[config.mk]
export PLATFORM = sky130hd
export DESIGN_NAME = slot_reset_sequencer
export DESIGN_NICKNAME = d
export VERILOG_FILES = /design/src/rtl/siha_pkg.sv /design/src/rtl/slot_reset_sequencer.sv
export SDC_FILE = /design/constraint.sdc
export NUM_CORES = 1
export LEC_CHECK = 0
export BUFFER_PORTS_ARGS = -buffer_cell sky130_fd_sc_hd__buf_2
export CAP_MARGIN = 0
export CORE_ASPECT_RATIO = 0.8
export CORE_MARGIN = 2
export CORE_UTILIZATION = 35
export CTS_CLUSTER_SIZE = 16
export DETAILED_ROUTE_END_ITERATION = 10
export GPL_TIMING_DRIVEN = 0
export SLEW_MARGIN = 20
export SYNTH_ARGS = -nofsm -noshare
export SYNTH_HDL_FRONTEND = slang
export SYNTH_SLANG_ARGS = --single-unit
[constraint.sdc]
create_clock -name clk -period 1.45 [get_ports clk]
set_input_delay 0.2175 -clock clk [delete_from_list [all_inputs] [get_ports clk]]
set_output_delay 0.2175 -clock clk [all_outputs]
set_load 0.01 [all_outputs]
[src/rtl/siha_pkg.sv]
`default_nettype none
// +----------------------------------------------------------------------------+
// | Package : siha_pkg                                                         |
// | Brief   : Shared SIHA slot sequencer state encoding.                       |
// | Rev     : 1.0 - initial release                                            |
// +----------------------------------------------------------------------------+
package siha_pkg;

  localparam int SEQ_STATE_W = 3;

  localparam logic [2:0] SEQ_OFF    = 3'd0;
  localparam logic [2:0] SEQ_CLK_ON = 3'd1;
  localparam logic [2:0] SEQ_ARMED  = 3'd2;
  localparam logic [2:0] SEQ_RUN    = 3'd3;
  localparam logic [2:0] SEQ_DRAIN  = 3'd4;

endpackage

`default_nettype wire

[src/rtl/slot_reset_sequencer.sv]
`default_nettype none
// +----------------------------------------------------------------------------+
// | Module  : slot_reset_sequencer                                             |
// | Brief   : Per-RP-slot clock-enable/reset sequencer. Optional arm timeout   |
// |           enabled by defining SLOT_SEQ_TIMEOUT_EN.                         |
// | Rev     : 1.0 - initial release                                            |
// +----------------------------------------------------------------------------+
module slot_reset_sequencer
  import siha_pkg::*;
#(
  parameter int RST_CYCLES     = 16,
  parameter int TIMEOUT_CYCLES = 4096
) (
  input  logic                   clk,
  input  logic                   resetn,
  input  logic                   req_clken,
  input  logic                   req_resetn,
  input  logic                   clk_locked,
  input  logic                   decouple_status,
  output logic                   rp_clken,
  output logic                   rp_resetn,
  output logic [SEQ_STATE_W-1:0] seq_state,
  output logic                   busy,
  output logic                   err
);

  localparam int               CNT_W      = $clog2(RST_CYCLES + 1);
  localparam logic [CNT_W-1:0] C_CNT_LOAD = CNT_W'(RST_CYCLES - 1);

  logic [SEQ_STATE_W-1:0] r_state;
  logic [CNT_W-1:0]       r_cnt;

  always_ff @(posedge clk) begin
    if (!resetn) begin
      r_state <= SEQ_OFF;
      r_cnt   <= '0;
    end else begin
      case (r_state)
        SEQ_OFF: begin
          if (req_clken && clk_locked) begin
            r_state <= SEQ_CLK_ON;
            r_cnt   <= C_CNT_LOAD;
          end
        end
        SEQ_CLK_ON: begin
          // A lock loss restarts the hold so reset spans RST_CYCLES stable clocks
          if (!req_clken)
            r_state <= SEQ_OFF;
          else if (!clk_locked)
            r_cnt <= C_CNT_LOAD;
          else if (r_cnt == '0)
            r_state <= SEQ_ARMED;
          else
            r_cnt <= r_cnt - CNT_W'(1);
        end
        SEQ_ARMED: begin
          if (!req_clken)
            r_state <= SEQ_OFF;
          else if (req_resetn && clk_locked && !decouple_status)
            r_state <= SEQ_RUN;
        end
        SEQ_RUN: begin
          if (!req_clken || !req_resetn || !clk_locked || decouple_status) begin
            r_state <= SEQ_DRAIN;
            r_cnt   <= C_CNT_LOAD;
          end
        end
        SEQ_DRAIN: begin
          if (r_cnt == '0)
            r_state <= SEQ_ARMED;
          else
            r_cnt <= r_cnt - CNT_W'(1);
        end
        default: r_state <= SEQ_OFF;
      endcase
    end
  end

  assign rp_clken  = (r_state == SEQ_CLK_ON) || (r_state == SEQ_ARMED) ||
                     (r_state == SEQ_RUN)    || (r_state == SEQ_DRAIN);
  assign rp_resetn = (r_state == SEQ_RUN);
  assign busy      = (r_state == SEQ_CLK_ON) || (r_state == SEQ_DRAIN);
  assign seq_state = r_state;

`ifdef SLOT_SEQ_TIMEOUT_EN
  localparam int               TMO_W      = $clog2(TIMEOUT_CYCLES + 1);
  localparam logic [TMO_W-1:0] C_TMO_LAST = TMO_W'(TIMEOUT_CYCLES - 1);
  localparam logic [TMO_W-1:0] C_TMO_MAX  = TMO_W'(TIMEOUT_CYCLES);

  logic [TMO_W-1:0] r_tmo;
  logic             r_err;
  logic             w_tmo_run;

  // Software wants release but the slot cannot leave ARMED
  assign w_tmo_run = (r_state == SEQ_ARMED) && req_resetn && (decouple_status || !clk_locked);

  always_ff @(posedge clk) begin
    if (!resetn) begin
      r_tmo <= '0;
      r_err <= 1'b0;
    end else begin
      if (!w_tmo_run)
        r_tmo <= '0;
      else if (r_tmo != C_TMO_MAX)
        r_tmo <= r_tmo + TMO_W'(1);

      if (!req_resetn)
        r_err <= 1'b0;
      else if (w_tmo_run && (r_tmo == C_TMO_LAST))
        r_err <= 1'b1;
    end
  end

  assign err = r_err;
`else
  assign err = 1'b0;
`endif

endmodule

`default_nettype wire
After elaboration in Yosys (flattened, before gate mapping)
Cells that the tools add are included.
- bits in registers: 8
- input bits: 6
- output and inout port bits: 7
- word-level logic and storage cells: 45
- $add $sub $neg: 1
- equal/unequal tests: 9
- multiplexer cells: 14
- reduce and logical (&&, ||, !) cells: 19
- operators by type and width (operator ; count):
    two-way mux 5 bit ; 5
    two-way mux 3 bit ; 7
    one-hot mux 5 bit (4 select lines) ; 1
    one-hot mux 3 bit (5 select lines) ; 1
    AND reduction 4 bit ; 2
    logical OR 1 bit ; 7
    equality test 3 x 2 -> 1 bit (second input constant) ; 2
    != test 3 bit (second input constant) ; 2
    logical NOT 5 bit ; 1
    subtractor 5 x 1 -> 5 bit (second input constant) ; 1
    logical NOT 1 bit ; 4
    != test 2 bit (second input constant) ; 2
    nonzero test 4 bit ; 1
    equality test 3 x 1 -> 1 bit (second input constant) ; 1
    equality test 3 bit (second input constant) ; 1
    logical AND 1 bit ; 3
    logical NOT 3 bit ; 1
    != test 2 x 1 -> 1 bit (second input constant) ; 1

Longest topological paths before layout
Gate-level depths: netlist of run 1.
- word-level depth: 6
- depth in mapped cells: 7
- depth with buffers taken out: 7

Least setup slack after synthesis of run 1
No wires, ideal clock.
- path kind: register to register
- from: register r_cnt[0]
- to: register r_state[1], in the netlist seq_state[1]
- library setup time: 0.060 ns
- arrival time: 1.403 ns
- data required time: 1.390 ns
- setup slack: -0.013 ns
- stages on the path, launching flop included: 8
- path buffers: 0
- clock period less this slack: 1.463 ns
- cell sequence: dfxtp_1 inv_1 ha_1 nand2b_4 or3_4 nor3b_1 a311o_1 and3_1
- cells in the longest elaborated chain, start to end: 5
- ends and longest elaborated chain (what ; line ; text):
    start: declaration ; slot_reset_sequencer.sv:31 ; logic [CNT_W-1:0] r_cnt;
    start signal: assignment ; slot_reset_sequencer.sv:54 ; r_cnt <= r_cnt - CNT_W'(1);
    start signal: assignment ; slot_reset_sequencer.sv:72 ; r_cnt <= r_cnt - CNT_W'(1);
    logical NOT 5 bit * ; slot_reset_sequencer.sv:51, slot_reset_sequencer.sv:69 ;
    two-way mux 3 bit * ; n/a ;
    two-way mux 3 bit (2 in series) ; n/a ;
    one-hot mux 3 bit (5 select lines) * ; n/a ;
    end signal: assignment ; slot_reset_sequencer.sv:35 ; r_state <= SEQ_OFF;
    end signal: assignment ; slot_reset_sequencer.sv:41 ; r_state <= SEQ_CLK_ON;
    end signal: assignment ; slot_reset_sequencer.sv:48 ; r_state <= SEQ_OFF;
    end: declaration ; slot_reset_sequencer.sv:30 ; logic [SEQ_STATE_W-1:0] r_state;
Every way passes the cells marked *; elsewhere a longest branch is shown, timed or not. The select of a mux whose other input is x is not followed.
A chain may end at the register's enable or synchronous reset.

Worst setup path after layout of run 1
Ends and elaborated chain as after synthesis.

==> results of run 1 <==
## layout by cell type (no fill, tap or decap), types with 2 or more instances in the layout
cell,count
a21boi_1,2
a21oi_1,5
and3b_2,2
buf_2,10
buf_4,4
buf_6,2
clkbuf_4,4
dfxtp_1,5
dfxtp_2,3
inv_2,2
nand2_1,4
nand2b_1,2
nand2b_4,2
nand3_1,3
nand3b_1,3
nand4_1,2
nor2_1,2
nor3_1,4
nor3b_2,2
o21ai_1,3
o21ai_2,2
## registers in the layout (all words and copies together), names as in the netlist
signal	count
r_cnt	5
seq_state	3
## routing by layer
metal	track usage [%]	routed length (um)
met5	0	0
met4	4.74	10
met3	6.47	80
met2	18.2	577
met1	20.7	762
## what timing repair did
item,4_1_cts,5_1_grt
endpoints found under the hold margin,0,0
pin swaps,1,3
endpoints found under the setup margin,5,8
gates resized for setup,10,7
setup buffers,3,0
## cells by family (layout without fill, tap and decap cells)
kind of cell	Yosys count	after routing	share of synthesized area [%]
AND/OR/NAND/NOR	33	33	35.4
flip-flops	8	8	25.6
AO/OA/AOI/OAI	23	23	26.0
adder cells (fa/ha/maj)	1	1	2.00
XOR/XNOR	2	2	2.80
buffers and inverters	8	23	7.60
other	1	1	0.599
## through the flow
step | setup TNS (ns) | total power, mW | hold slack (ns) | cells
2_1_floorplan | 0 | 0.429 | 0.439 | 76
3_3_place_gp | -0.325 | 0.476 | 0.457 | 107
3_5_place_dp | -0.289 | 0.477 | 0.459 | 107
4_1_cts | -0.0291 | 0.687 | 0.328 | 113
5_1_grt | -0.184 | 0.732 | 0.310 | 113
6_report | -0.0368 | 0.683 | 0.306 | 113
## worst paths after layout
path,from,to,cells after the start
worst min register to register,r_cnt[4]$_SDFFE_PN0P_,r_cnt[4]$_SDFFE_PN0P_,2
worst min-delay path,req_clken,seq_state[0]$_SDFFE_PN0P_,3
worst max register to register,r_cnt[0]$_SDFFE_PN0P_,seq_state[1]$_SDFFE_PN0P_,7
worst max-delay path,r_cnt[0]$_SDFFE_PN0P_,seq_state[1]$_SDFFE_PN0P_,7
## final cells by class
cell class	count	area, um^2
Timing Repair Buffer	12	67.6
Sequential cell	8	164
Multi-Input combinational cell	60	467
Clock buffer	3	22.5
Buffer	6	46.3
Fill cell	180	857
Tap cell	22	27.5
Inverter	2	7.51
## report_power, final
group          switching [mW]  leakage [nW]  internal (mW)
Clock                  0.0766        0.0138         0.0948
Combinational           0.129         0.235          0.120
Sequential             0.0184        0.0669          0.244
## critical path, stage by stage (launching register included)
cell and delay (ns):
dfxtp_2 0.33, inv_2 0.07, ha_4 0.14, nand2b_4 0.06, or3_4 0.37, nor3b_2 0.18
a311o_1 0.12, and3_1 0.14
==> results.cfg, run 1 <==
[run_status]
status = finished, violations left
failed_checks = negative setup slack

[timing]
layout_setup_ws_ns = -0.0368
finalHoldViolations = 0
finalMaxSlewViolations = 0
rsz0062_at_grt = yes
fin_worst_skew_ns = 0.00680
fin_crit_sh_pct = 103
finalCriticalPeriod_ns = 1.49
max_freq_mhz = 673
setup_viol = 1

[logic_synthesis]
synthTopCellsByArea = dfxtp_1, a21oi_1, nand3b_1
yosysTopAreaCellShare_pct = 25.6
syn-cell-area_um2 = 626
ys_types = 42
synth_flop_cell = dfxtp_1
yosys_warnings = 0
netlist_instances = 76
synth_common_cells = dfxtp_1, a21oi_1, nand2_1, nor3_1, o21ai_1
yosys.area.top_type = dfxtp_1
synthArstFlopShare_pct = 0
synth_most_common_cell = dfxtp_1
ys_ff_latch = 8
synth_edf_count = 0
syn_nets = 83
avgSynthCellArea_um2 = 8.23
ys_seq_area_share_pct = 25.6

[placement]
portBuffers = 9
hpwl_mm = 1.04
place_area_um2 = 701
routabilityCongestion = 0.797
place_ws_ns = -0.120

[clock_tree]
cts-root-buf = clkbuf_4
clkTransAtPathRegs_ns = 0.06
cts_tree = done
worst_skew_pair.late_latency_ns = 0.26
clockBufferDepth = 2
hold_buffers = 0
numCtsBuffers = 3
cts_sinks = 8
htree_levels = 1

[floorplan]
num_rows = 13
die_w_um = 51.3
die_y_um = 41.8
initial_core_util_pct = 37.7
coreArea_um2 = 1660
ios = 13
dieArea_um2 = 2140

[power]
p_leak_nw = 0.316
power.density_nw_per_um2 = 851
vdd_drop_max_uv = 459

[hold_path]
hp-class = in -> reg

[worst_setup_path]
cp_max_fo = 5
endpoint_kind = flip-flop
reg2reg_setup_slack_ns = -0.04
startpoint_type = flip-flop
worstPathArrival_ns = 1.68
worstSetupPathType = reg -> reg
worstPathRequired_ns = 1.65

[global_route]
grt_usage_pct = 14.3
grt_max_degree = 11
grt_antenna_before_repair = 0
grt_overflow = 0
grt_pass1_vias = 512
grt_pass1_wl_mm = 2.26

[drt]
wl_mm = 1.43
routedWlPerCell_um = 12.7
num_vias = 605
ant_nets = 0
drt_iter0_markers = 12
vias_per_cell = 5.35
first_pass_iters = 4
drc = 0

[final_layout]
drive_gt1_share_pct = 45.1
design_area_um2 = 802
diodes = 0
fin_nets = 100
fin_util_pct = 48.3
syn_to_final_growth_pct = 28.2

[run]
drv_cap = 0
(Power assumes the default switching activity.)
==> run 2: changes to the inputs <==
Settings changed: CORE_ASPECT_RATIO 0.8 to default.
==> run 2 against run 1 <==
Against the previous run: the run still ends with negative setup slack left; setup slack improved by 0.033 ns; via count is 12% higher; die area down 0.12%; clock power up 8%.
==> results.cfg, run 2 (same netlist as run 1, synthesis figures left out) <==
[run_status]
status = finished, violations left
failed_checks = negative setup slack

[drt]
ant_nets = 0
vias_per_cell = 5.48
num_vias = 680
first_pass_iters = 5
drc = 0
routedWlPerCell_um = 14.6
wl_mm = 1.81
drt_iter0_markers = 17

[timing]
max_freq_mhz = 688
setup-tns-final_ns = -0.00350
fin_worst_skew_ns = 0.0154
fin_crit_sh_pct = 100
finalHoldViolations = 0
setup_viol = 1
finalCriticalPeriod_ns = 1.45
layout_setup_ws_ns = -0.00350
finalMaxSlewViolations = 0
rsz0062_at_grt = yes

[global_route]
grt_pass1_wl_mm = 2.57
grt_usage_pct = 17.6
grt_overflow = 0
grt_antenna_before_repair = 0
grt_max_degree = 11
grt_pass1_vias = 615

[placement]
hpwl_mm = 1.04
routabilityCongestion = 0.840
place_ws_ns = -0.115
portBuffers = 9

[floorplan]
initial_core_util_pct = 36.6
die_y_um = 46.3
coreArea_um2 = 1710
ios = 13
num_rows = 15
dieArea_um2 = 2140
die_w_um = 46.3

[final_layout]
fin_nets = 108
final_common_cell = buf_4
final_cell_mix = buf_4, buf_2, dfxtp_1
largest_reg_flops = 5
largest-register = r_cnt
drive_gt1_share_pct = 53.5
fillerInstances = 176
syn_to_final_growth_pct = 42.8
diodes = 0

[worst_setup_path]
crit_chain = buf_6 > or2b_1 > a21oi_2 > buf_2
startpoint_type = flip-flop
crit_path_max_incr_delay_ns = 0.32
worstPathRequired_ns = 1.23
cp_top_family = flip-flops
path_buf_inv = 2
cp_slowest_cell = dfxtp_2
worstSetupPathType = reg -> out
cp_max_fo = 10
endpoint_kind = output port
worstPathArrival_ns = 1.24

[run]
drv_cap = 0

[clock_tree]
worst_skew_pair.late_latency_ns = 0.27
clkTransAtPathRegs_ns = 0.07
cts_tree = done
clockBufferDepth = 2
cts_sinks = 8
htree_levels = 1
cts-root-buf = clkbuf_4
numCtsBuffers = 3

[power]
p_total_uw = 785
power.density_nw_per_um2 = 879
vdd_drop_max_uv = 561
p_leak_nw = 0.360

[hold_path]
hp-class = in -> reg
## run 2: cell types whose count changed in the layout (fill, tap and decap cells not counted)
| cell | before | now |
|---|---|---|
| nor3_2 | 0 | 1 |
| buf_4 | 4 | 11 |
| a2111oi_0 | 0 | 1 |
| a21oi_1 | 5 | 3 |
| a2111oi_1 | 1 | 0 |
| a31oi_2 | 0 | 1 |
| buf_6 | 2 | 4 |
| o21ai_1 | 3 | 2 |
| buf_2 | 10 | 9 |
| nor3_1 | 4 | 3 |
| a31oi_1 | 1 | 0 |
| o21ai_0 | 0 | 1 |
| a21oi_2 | 0 | 2 |
## run 2: cell type report
type / instances / area [um^2] / area share, %
Buffer: 6 / 46.3 / 5.18
Clock buffer: 3 / 22.5 / 2.52
Inverter: 2 / 7.51 / 0.840
Multi-Input combinational cell: 60 / 484 / 54.2
Sequential cell: 8 / 164 / 18.3
Tap cell: 25 / 31.3 / 3.50
Timing Repair Buffer: 20 / 138 / 15.4
## run 2: timing repair
| action | 4_1_cts | 5_1_grt |
|---|---|---|
| setup endpoints to repair | 6 | 7 |
| hold endpoints to repair | 0 | 0 |
| gates cloned | 0 | 1 |
| hold buffers | 0 | 0 |
| buffers inserted | 8 | 2 |
| pin swaps | 6 | 9 |
| resized for setup | 9 | 13 |
## run 2: final timing paths
| check | from | to | slack, ns | depth (start not counted) |
|---|---|---|---|---|
| max reg2reg | r_cnt[0]$_SDFFE_PN0P_ | seq_state[1]$_SDFFE_PN0P_ | 0.01 | 7 |
| min | req_clken | seq_state[0]$_SDFFE_PN0P_ | 0.29 | 3 |
| min reg2reg | r_cnt[4]$_SDFFE_PN0P_ | r_cnt[4]$_SDFFE_PN0P_ | 0.51 | 2 |
| max | seq_state[2]$_SDFFE_PN0P_ | busy | -0.004 | 4 |
## run 2: through the flow
step / cells / hold WS, ns / instance area [um^2] / utilization, %
floorplan: 76 / 0.439 / 628 / -
global placement: 110 / 0.457 / 704 / 41.2
detailed placement: 110 / 0.466 / 704 / 41.2
CTS: 121 / 0.311 / 823 / 48.2
global route: 124 / 0.302 / 893 / 52.3
finish: 124 / 0.287 / 893 / 52.3
## run 2: worst reg2reg max path, cell delays in order (launching register included)
cell and delay, ns:
dfxtp_2 0.32, inv_2 0.07, ha_4 0.15, nand2b_4 0.05, or3_4 0.39, nor3b_2 0.16
a311o_1 0.12, and3_1 0.14
## run 2: power by group
part | internal (mW) | switching, mW
logic | 0.182 | 0.158
clock network | 0.0955 | 0.0894
registers | 0.244 | 0.0171
## run 2: per-layer routing
metal  up-vias  GRT usage, %  wire, um
li1        327             -         -
met1       331          19.0       777
met2        16          30.3       917
met3         6          5.88        78
met4         0          8.57        33
met5         -             0         0
==> run 3: changes to the inputs <==
Settings changed: CTS_CLUSTER_DIAMETER from default to 30, RECOVER_POWER from default to 50.
Clock period 1.45 ns to 1.26 ns, I/O delays scaled along.
==> run 3 against run 2 <==
Against the previous run: the run still ends with negative setup slack left; sequential share of layout area is 0.33 points lower; via count is 5.3% lower; highest routed layer unchanged; clock power is 30% higher; utilization is 1.8 points higher; design area is 3.4% higher; critical path depth is 1 higher; combinational power is 8.5% higher.
==> results.cfg, run 3 (same netlist as run 1, synthesis figures left out) <==
[timing]
setup_viol = 10
fin_worst_skew_ns = 0.00982
finalHoldViolations = 0
finalCriticalPeriod_ns = 1.45
rsz0062_at_grt = yes
setup-tns-final_ns = -1.21
finalMaxSlewViolations = 0
max_freq_mhz = 688
layout_setup_ws_ns = -0.194
fin_crit_sh_pct = 115
whs_ns = 0.240

[worst_setup_path]
r2r_cells = 5
crit_chain = buf_6 > and3b_2 > a31oi_1 > a21oi_2 > o31a_1
cp.depth = 5
worstSetupPathType = reg -> reg
startpoint_type = flip-flop
path_buf_inv = 1
endpoint_kind = flip-flop
cp_top_family = compound AO/OA/AOI/OAI gates
cp_max_fo = 7
worstPathArrival_ns = 1.61
cp_slowest_cell = dfxtp_2
worstPathRequired_ns = 1.42
crit_path_max_incr_delay_ns = 0.33

[floorplan]
coreArea_um2 = 1710
num_rows = 15
die_y_um = 46.3
die_w_um = 46.3
ios = 13
dieArea_um2 = 2140
initial_core_util_pct = 36.6

[final_layout]
drive_gt1_share_pct = 56.1
fin_util_pct = 54.1
final_cell_mix = buf_4, buf_2, dfxtp_1
syn_to_final_growth_pct = 47.6
fin_nets = 106
largest-register = r_cnt
diodes = 0
fillerInstances = 159
fin_cells = 123
design_area_um2 = 923
largest_reg_flops = 5

[drt]
drc = 0
routedWlPerCell_um = 12.9
ant_nets = 0
drt_iter0_markers = 11
vias_per_cell = 5.24
num_vias = 644
first_pass_iters = 4
wl_mm = 1.58

[power]
vdd_drop_max_uv = 613
power.internal_uw = 589
seq_power_share_pct = 32.9
power_switching_uw = 319
combPwrFrac_pct = 40.6
p_leak_nw = 0.360
power.density_nw_per_um2 = 983
switching_share_pct = 35.1
pwr-share-clk_pct = 26.5
p_total_uw = 908

[global_route]
grt_pass1_wl_mm = 2.61
grt_overflow = 0
grt_max_degree = 11
grt_pass1_vias = 590
grt_usage_pct = 18.0
grt_antenna_before_repair = 0

[clock_tree]
cts_tree = done
htree_levels = 1
clkTransAtPathRegs_ns = 0.07
cts_sinks = 8
clockBufferDepth = 2
hold_buffers = 0
worst_skew_pair.late_latency_ns = 0.28
numCtsBuffers = 3
cts-root-buf = clkbuf_4

[run_status]
status = finished, violations left
failed_checks = negative setup slack

[placement]
place_ws_ns = -0.212
place_area_um2 = 739
placed_cells = 110
portBuffers = 9
hpwl_mm = 1.04
routabilityCongestion = 0.771

[run]
drv_cap = 0

[hold_path]
holdPathStages = 3
hp-class = in -> reg
-- run 3: changes by cell type in the layout (fill, tap and decap cells not counted), sizes merged --
| cell | previous run | this run |
|---|---|---|
| buf | 24 | 23 |
-- run 3: power by group through the flow --
stage                     logic (mW)  clock network (mW)  registers [mW]
after global routing           0.402               0.252           0.301
after global placement         0.266                   0           0.302
final                          0.369               0.240           0.299
after CTS                      0.315               0.235           0.299
after detailed placement       0.268                   0           0.304
after floorplan                0.214                   0           0.299
-- run 3: per-layer routing --
metal  share of wire, %  routed length [um]  GRT usage, %  vias to the layer above
li1                   -                   -             -                      322
met3                3.2                  50          4.71                        5
met5                  0                   0             0                        -
met1                 46                 731          22.7                      300
met4                3.2                  50          12.0                        0
met2                 47                 750          26.4                       17
-- run 3: final timing paths --
kind,from,to,slack [ns]
worst min register to register,r_cnt[4]$_SDFFE_PN0P_,r_cnt[4]$_SDFFE_PN0P_,0.48
worst max register to register,seq_state[0]$_SDFFE_PN0P_,r_cnt[2]$_SDFFE_PN0P_,-0.19
worst max-delay path,seq_state[0]$_SDFFE_PN0P_,r_cnt[2]$_SDFFE_PN0P_,-0.19
worst min-delay path,req_clken,seq_state[0]$_SDFFE_PN0P_,0.24
-- run 3: area by class of cell --
cell class / instances / area (um^2) / area share (%)
Multi-Input combinational cell: 60 / 515 / 55.8
Sequential cell: 8 / 166 / 18.0
Timing Repair Buffer: 18 / 126 / 13.7
Buffer: 6 / 50.0 / 5.42
Tap cell: 25 / 31.3 / 3.39
Clock buffer: 4 / 26.3 / 2.85
Inverter: 2 / 7.51 / 0.813
-- run 3: worst min-delay path: stages --
cell       delay [ns]
buf_2            0.17
o21ai_4          0.09
a2111oi_2        0.04
-- run 3: timing repair --
item / CTS / global route
setup buffers: 6 / 4
resized for setup: 15 / 7
pin swaps: 6 / 2
endpoints found under the setup margin: 10 / 11
